$ cat config.mk
export PLATFORM = sky130hd
export DESIGN_NAME = uart_rx_fifo
export DESIGN_NICKNAME = d
export VERILOG_FILES = /design/src/rtl/uart_pkg.sv /design/src/rtl/uart_sync_fifo.sv /design/src/rtl/uart_rx_fifo.sv
export SDC_FILE = /design/constraint.sdc
export NUM_CORES = 1
export LEC_CHECK = 0
export BUFFER_PORTS_ARGS = -buffer_cell sky130_fd_sc_hd__buf_2
export CAP_MARGIN = 20
export CORE_MARGIN = 2
export CORE_UTILIZATION = 45
export DETAILED_ROUTE_END_ITERATION = 8
export GPL_TIMING_DRIVEN = 1
export PLACE_DENSITY = 0.6
export SLEW_MARGIN = 10
export SYNTH_ARGS = -nofsm -noshare
export SYNTH_HDL_FRONTEND = slang
export SYNTH_SLANG_ARGS = --single-unit
$ cat constraint.sdc
create_clock -name clk -period 6.6 [get_ports clk]
set_input_delay 0.66 -clock clk [delete_from_list [all_inputs] [get_ports clk]]
set_output_delay 0.66 -clock clk [all_outputs]
set_load 0.02 [all_outputs]
$ cat src/rtl/uart_pkg.sv
// Definitions shared by the UART receiver and its downstream FIFO consumer.
// Holds the handshake state encoding and the default byte width.
package uart_pkg;

    localparam int UART_DATA_SIZE = 8;

    typedef enum logic [1:0] {
        IDLE    = 2'd0,
        ACK     = 2'd1,
        RELEASE = 2'd2
    } hs_state_t;

endpackage

$ cat src/rtl/uart_sync_fifo.sv
// Single-clock first-word-fall-through FIFO with an explicit occupancy counter.
// Carries no protocol knowledge; the parent decides when to push.
module uart_sync_fifo #(
    parameter  int DATA_SIZE = 8,
    parameter  int DEPTH     = 16,
    localparam int ADDR_W    = $clog2(DEPTH)
) (
    input  logic                 clk,
    input  logic                 reset_n,
    input  logic                 push,
    input  logic [DATA_SIZE-1:0] push_data,
    input  logic                 pop,
    output logic [DATA_SIZE-1:0] head,
    output logic                 valid,
    output logic [ADDR_W:0]      level
);

    localparam logic [ADDR_W:0] FULL_LEVEL = (ADDR_W + 1)'(DEPTH);

    logic [DATA_SIZE-1:0] mem [DEPTH];
    logic [ADDR_W-1:0]    wr_ptr;
    logic [ADDR_W-1:0]    rd_ptr;
    logic [ADDR_W:0]      count;
    logic                 do_push;
    logic                 do_pop;

    // A pop on an empty FIFO is ignored; a pop frees a slot for a same-cycle push.
    assign do_pop  = pop && (count != '0);
    assign do_push = push && ((count != FULL_LEVEL) || do_pop);

    always_ff @(posedge clk) begin
        if (do_push) begin
            mem[wr_ptr] <= push_data;
        end
    end

    always_ff @(posedge clk or negedge reset_n) begin
        if (!reset_n) begin
            wr_ptr <= '0;
            rd_ptr <= '0;
            count  <= '0;
        end else begin
            if (do_push) begin
                wr_ptr <= wr_ptr + ADDR_W'(1);
            end
            if (do_pop) begin
                rd_ptr <= rd_ptr + ADDR_W'(1);
            end
            case ({do_push, do_pop})
                2'b10:   count <= count + (ADDR_W + 1)'(1);
                2'b01:   count <= count - (ADDR_W + 1)'(1);
                default: count <= count;
            endcase
        end
    end

    // Head reads as zero while empty so stale storage never leaks out.
    assign valid = (count != '0);
    assign head  = valid ? mem[rd_ptr] : '0;
    assign level = count;

endmodule

$ cat src/rtl/uart_rx_fifo.sv
// Consumes the UART receiver's req/ack byte handshake and buffers bytes in a FIFO
// exposed through a valid/ready read port, with fill level and sticky overflow.
module uart_rx_fifo
    import uart_pkg::*;
#(
    parameter  int DATA_SIZE    = UART_DATA_SIZE,
    parameter  int DEPTH        = 16,
    parameter  bit DROP_ON_FULL = 1'b1,
    localparam int ADDR_W       = $clog2(DEPTH)
) (
    input  logic                 clk,
    input  logic                 reset_n,
    input  logic [DATA_SIZE-1:0] din,
    input  logic                 recv_req,
    output logic                 recv_ack,
    output logic [DATA_SIZE-1:0] rd_data,
    output logic                 rd_valid,
    input  logic                 rd_ready,
    output logic [ADDR_W:0]      level,
    output logic                 overflow,
    input  logic                 ovf_clr
);

    localparam logic [ADDR_W:0] FULL_LEVEL = (ADDR_W + 1)'(DEPTH);

    hs_state_t state;
    logic      space;
    logic      push;
    logic      drop;

    assign space = (level != FULL_LEVEL) || (rd_valid && rd_ready);
    assign push  = (state == IDLE) && recv_req && space;
    assign drop  = (state == IDLE) && recv_req && !space && DROP_ON_FULL;

    // RELEASE waits for req to fall so a held request is never captured twice.
    always_ff @(posedge clk or negedge reset_n) begin
        if (!reset_n) begin
            state    <= IDLE;
            recv_ack <= 1'b0;
        end else begin
            case (state)
                IDLE: begin
                    if (recv_req && (space || DROP_ON_FULL)) begin
                        recv_ack <= 1'b1;
                        state    <= ACK;
                    end
                end
                ACK: begin
                    recv_ack <= 1'b0;
                    state    <= RELEASE;
                end
                RELEASE: begin
                    if (!recv_req) begin
                        state <= IDLE;
                    end
                end
                default: begin
                    recv_ack <= 1'b0;
                    state    <= IDLE;
                end
            endcase
        end
    end

    // A drop in the same cycle as a clear must still leave the flag set.
    always_ff @(posedge clk or negedge reset_n) begin
        if (!reset_n) begin
            overflow <= 1'b0;
        end else if (drop) begin
            overflow <= 1'b1;
        end else if (ovf_clr) begin
            overflow <= 1'b0;
        end
    end

    uart_sync_fifo #(
        .DATA_SIZE (DATA_SIZE),
        .DEPTH     (DEPTH)
    ) u_fifo (
        .clk       (clk),
        .reset_n   (reset_n),
        .push      (push),
        .push_data (din),
        .pop       (rd_ready),
        .head      (rd_data),
        .valid     (rd_valid),
        .level     (level)
    );

endmodule

==> results of run 1 <==
==> per-layer routing <==
metal  track usage [%]  vias up  share of wire [%]
li1                  -     1321                  -
met1              22.6     1483                 46
met2              26.0       49                 49
met3              4.65       13                3.2
met4              5.96        0                1.4
met5                 0        -                  0
==> power by group through the flow <==
stage / logic (W) / registers (W) / clock network, W
after detailed placement: 0.000916 / 0.00124 / 0
after global placement: 0.000911 / 0.00123 / 0
after global routing: 0.000977 / 0.00124 / 0.000911
after floorplan: 0.000754 / 0.00119 / 0
after CTS: 0.000919 / 0.00122 / 0.000874
final: 0.000900 / 0.00122 / 0.000857
==> registers in the layout, summed over array words and instances, names as in the netlist <==
name,count
u_fifo.wr_ptr,4
overflow,1
state,2
u_fifo.rd_ptr,4
recv_ack,1
u_fifo.mem,128
u_fifo.level,5
==> worst max-delay path, stage by stage (launching register included) <==
cell and delay [ps]:
dfrtp_1 530, buf_4 480, mux4_1 600, mux2_2 280, o21ai_1 130, a21oi_1 100
buf_2 210
==> layout make-up <==
class	count	area (um^2)
fill	1058	6290
clock inverter	5	30.0
sequential	145	4270
inverter	8	30.0
tap	176	220
timing repair buffer	34	185
clock buffer	27	503
multi-input combinational	143	1550
==> metrics by stage <==
step	hold WS, ps	worst slack (ps)
3_5_place_dp	471	3420
4_1_cts	162	3110
3_3_place_gp	461	3530
2_1_floorplan	364	3770
6_report	161	3170
5_1_grt	188	2990
==> final timing paths <==
| kind | endpoint | startpoint | depth (start not counted) | slack, ps |
|---|---|---|---|---|
| worst min register to register | state[1] | state[1] | 1 | 480 |
| max in group asynchronous | u_fifo.rd_ptr[0] | reset_n | 1 | 6150 |
| worst min-delay path | state[0] | reset_n | 1 | 160 |
| worst max-delay path | rd_data[1] | u_fifo.rd_ptr[1] | 6 | 3170 |
| worst max register to register | u_fifo.level[4] | u_fifo.level[1] | 11 | 3380 |
| min in group clk | state[1] | recv_req | 3 | 470 |
==> cell families after synthesis <==
| kind of cell | after synthesis | share of synthesized area [%] |
|---|---|---|
| compound gates | 29 | 2.97 |
| xor+xnor | 12 | 1.76 |
| fa+ha+maj | 8 | 1.67 |
| buf+inv | 24 | 2.76 |
| flops | 145 | 71.4 |
| mux | 50 | 15.8 |
| simple gates | 44 | 3.64 |
==> cell usage after synthesis, drive strengths merged (2+ instances only) <==
library cell,instances
mux2,10
nor2b,3
edfxtp,128
ha,8
a21oi,12
dfrtp,17
nand2,8
nor3,4
nand2b,4
inv,8
o21ai,11
clkbuf,4
xor2,4
xnor2,8
nand3,5
buf,12
a21o,2
mux2i,8
a31oi,2
nor2,15
mux4,32
==> metrics.md, run 1 <==
| Metric | Value |
|---|---|
| Setup TNS | 0 ps |
| Synth area leaders | edfxtp_1, mux4_2, dfrtp_1, mux4_1, mux2_2 |
| Final worst path period share | 51.9% |
| Dpl cells | just over 500 |
| Final instance area | just under 7000 um^2 |
| Synth Register Bits | around 150 |
| Final Hold Fails | 0 |
| P&R area growth vs syn | 13.5% |
| Synth top area share | between 60% and 70% |
| Fin. max-slew vios | 0 |
| Post-route insts no fill | about 540 |
| Die W | between 100 and 150 um |
| Die area | 14200 um^2 |
| Fin util | 51.9% |
| Total track usage | ~17% |
| Comb power frac | between 30% and 40% |
| Worst-Skew Late Latency | 420 ps |
| Switching pwr | between 0.0009 and 0.001 W |
| DR pass1 iterations | 4 |
| CTS Sinks | approximately 150 |
| Syn Inst Count | 312 |
| Worst VDD drop | around 0.00018 V |
| Post-DP HPWL | 6850 um |
| Diode count | 0 |
| Setup violations, final | 0 |
| Mean routed wirelength per cell | about 20 um |
| Vias | 2866 |
| Largest net degree at the start of global routing | 29 |
| Worst setup EP type | primary output |
| # rows | 42 |
| Post-synth ARST share | between 10% and 20% |
| Via/cell ratio | 5.33 |
| Resize count post-CTS | 0 |
| Setup repair bufs after CTS | 0 |
| Max-cap violations | 0 |
| Port Buffers | 28 |
| Drt total wl | 11100 um |
| Synth cell types | 39 |
| DRT iter0 DRCs | 231 |
| Syn Nets | approximately 330 |
| Yosys top cell by area | edfxtp_1 |
| Seq pwr share | 41.0% |
| # IOs | 29 |
| Crit path required time | between 5000 and 6000 ps |
| Startpoint Class | flip-flop |
| Final nets | 370 |
| Worst-path clk slew | approximately 50 ps |
| Starting Density | 45.7% |
| Pwr dens | roughly 440 nW/um^2 |
| Sequential cell area fraction in the yosys report | 71.4% |
| Share of cells above drive strength 1 | roughly 27% |
| CTS H-tree depth | 4 |
| Overflow left after global routing | 0 |
| Synthesized cell area | around 6000 um^2 |
| Antenna viol nets, final | 0 |
| Clock Root Buffer | clkbuf_16 |
| Critical path fanouts, max | 28 |
| Routability-driven placement congestion ratio | 0.733 |
| RSZ-0062 raised after global routing | false |
| Main synth FF type | edfxtp_1 |
| Commonest cells after routing, fill and taps aside | edfxtp_1, buf_2, mux4_2 |
| Clock power frac | 28.8% |
| Tmin final | about 3400 ps |
| Core ar. | ~13000 um^2 |
| EDFF count, synth | 128 |
| Worst EP arrival | roughly 2800 ps |
| Initial antenna violation count | 0 |
| # hold bufs at CTS | 0 |
| Outcome | complete, no violations |
| P_int | 0.00204 W |
| Die H | about 120 um |
| Sw frac | a little under a third |
| Lkg Pwr | around 2.3 nW |
| Synthesis Warnings | 0 |
| Worst-margin pin slew | approximately 1000 ps |
| DP Area | 6260 um^2 |
| CTS tree | yes |
| CTS Buf Count | 17 |
| Worst Hold Class | in2async |
| Maximum clock frequency | 292 MHz |
| Vias in the first global route | around 2900 |
| Setup Crit Path Kind | reg2out |
| Commonest non-fill, non-tap cell in the layout | edfxtp_1 |
| Clock tree buffer depth | 2 |
| Worst Skew | 8.85 ps |
| Slew margin rel. | between 30% and 40% |
| Number of remaining DRC errors | 0 |
| Total Power | about 0.003 W |
| Syn avg cell area | roughly 19 um^2 |
| First-pass GRT wire length | roughly 17000 um |
Note: power is estimated with default switching activity, not from simulation.
==> run 2, diff against run 1 <==
clock period = 3.6 ns   (was 6.6 ns; I/O delays follow)
==> metrics.md, run 2 (synthesis results as in run 1) <==
| Metric | Value |
|---|---|
| Core ar. | approximately 13000 um^2 |
| Startpoint Class | flip-flop |
| Commonest non-fill, non-tap cell in the layout | edfxtp_1 |
| DRT iter0 DRCs | between 300 and 400 |
| Largest net degree at the start of global routing | 26 |
| Cells on worst reg2reg path | 12 |
| Worst VDD drop | 0.000404 V |
| Final worst path period share | a little over four fifths |
| Via/cell ratio | 5.36 |
| Clock tree buffer depth | 2 |
| # IOs | 29 |
| Worst-path clk slew | approximately 60 ps |
| Crit path required time | roughly 4000 ps |
| Fill cells | 1029 |
| Port Buffers | 28 |
| Worst EP arrival | roughly 3400 ps |
| CTS Buf Count | 17 |
| CTS H-tree depth | 4 |
| Lkg Pwr | roughly 2.5 nW |
| Hold path cells | 3 |
| Setup violations, final | 0 |
| Number of remaining DRC errors | 0 |
| Worst-Skew Late Latency | between 400 and 500 ps |
| RSZ-0062 raised after global routing | false |
| Routability-driven placement congestion ratio | 0.713 |
| Setup Crit Path Kind | reg2reg |
| Top reg by flops | u_fifo.mem |
| Largest register FFs | 128 |
| Die area | 14200 um^2 |
| Worst setup EP type | flip-flop |
| Tmin final | between 3000 and 4000 ps |
| # rows | 42 |
| Fin util | a little over half |
| Total track usage | 17.4% |
| Die H | around 120 um |
| P&R area growth vs syn | 17.2% |
| DR pass1 iterations | 5 |
| Final Hold Fails | 0 |
| Clock Root Buffer | clkbuf_16 |
| Commonest cells after routing, fill and taps aside | edfxtp_1, buf_2, mux4_2 |
| First-pass GRT wire length | between 15000 and 20000 um |
| Max-cap violations | 0 |
| Worst-margin pin slew | approximately 560 ps |
| Final nets | 386 |
| Antenna viol nets, final | 0 |
| CTS tree | yes |
| Maximum clock frequency | between 300 and 400 MHz |
| Slew margin rel. | a little over three fifths |
| Share of cells above drive strength 1 | a little under a third |
| Overflow left after global routing | 0 |
| Fin. max-slew vios | 0 |
| Drt total wl | around 11000 um |
| Setup repair bufs after CTS | 0 |
| Setup TNS | 0 ps |
| Initial antenna violation count | 0 |
| Vias in the first global route | roughly 3100 |
| Pwr dens | between 800 and 900 nW/um^2 |
| Diode count | 0 |
| Critical path fanouts, max | 12 |
| Critical Path Start | u_fifo.level[1] |
| HP Start | recv_req |
| Worst Skew | around 14 ps |
| Outcome | complete, no violations |
| Mean routed wirelength per cell | about 20 um |
| Resize count post-CTS | 0 |
| Die W | ~120 um |
| # hold bufs at CTS | 1 |
| Starting Density | between 40% and 50% |
| Post-DP HPWL | 7030 um |
| Worst Hold Class | in2reg |
| Reg2Reg Launch Point | u_fifo.level[1] |
| Vias | approximately 3000 |
| CTS Sinks | 145 |
==> run 2: cell types whose count changed in the layout (fill, tap and decap cells not counted), moves of 3 or more <==
| cell | change |
|---|---|
| buf_4 | +14 |
| bufinv_16 | +5 |
| clkbuf_1 | -3 |
| clkbuf_8 | -4 |
==> run 2: path summary, 6_finish.rpt <==
kind                               endpoint  slack [ps]
max                         u_fifo.level[4]         550
min                                state[1]         180
max reg2reg                 u_fifo.level[4]         550
min reg2reg                        recv_ack         480
max in group asynchronous  u_fifo.rd_ptr[2]        2900
min in group asynchronous          state[0]         400
==> run 2: stage by stage <==
| step | std cells | power [W] | worst slack, ps | instance area [um^2] | hold slack [ps] |
|---|---|---|---|---|---|
| 4_1_cts | 554 | 0.00586 | 534 | 7010 | 168 |
| 5_1_grt | 554 | 0.00607 | 269 | 7010 | 186 |
| 3_3_place_gp | 521 | 0.00396 | 657 | 6380 | 307 |
| 6_report | 554 | 0.00579 | 554 | 7010 | 180 |
| 2_1_floorplan | 312 | 0.00356 | 773 | 5980 | 64.4 |
| 3_5_place_dp | 521 | 0.00400 | 551 | 6380 | 319 |
==> run 2: worst max-delay path: stages (launching register included) <==
cell,delay (ps)
dfrtp_1,480
nor4_2,530
nand2b_1,100
buf_4,190
nand2_1,130
inv_1,70
ha_1,290
xor2_1,170
ha_1,240
nor2b_1,150
o32a_1,280
a31oi_1,170
xor2_1,170
==> run 2: cell type report <==
class,count,area [um^2],share of cell area [%]
clock inverter,12,189,2.69
tap,176,220,3.14
sequential,145,4270,60.9
inverter,8,30.0,0.428
multi-input combinational,143,1550,22.1
clock buffer,20,437,6.23
timing repair buffer,50,320,4.57
==> run 2: metal layers <==
| metal | vias to the layer above | part of all wire (%) | track usage, % |
|---|---|---|---|
| li1 | 1343 | - | - |
| met1 | 1540 | 44 | 22.9 |
| met2 | 72 | 49 | 27.6 |
| met3 | 12 | 5.6 | 5.03 |
| met4 | 0 | 1.4 | 6.32 |
| met5 | - | 0 | 0 |
==> run 2: report_power, final <==
part / internal [W] / switching [W] / total (W)
clock network: 0.00122 / 0.000636 / 0.00186
logic: 0.000800 / 0.000916 / 0.00172
registers: 0.00202 / 0.000195 / 0.00222
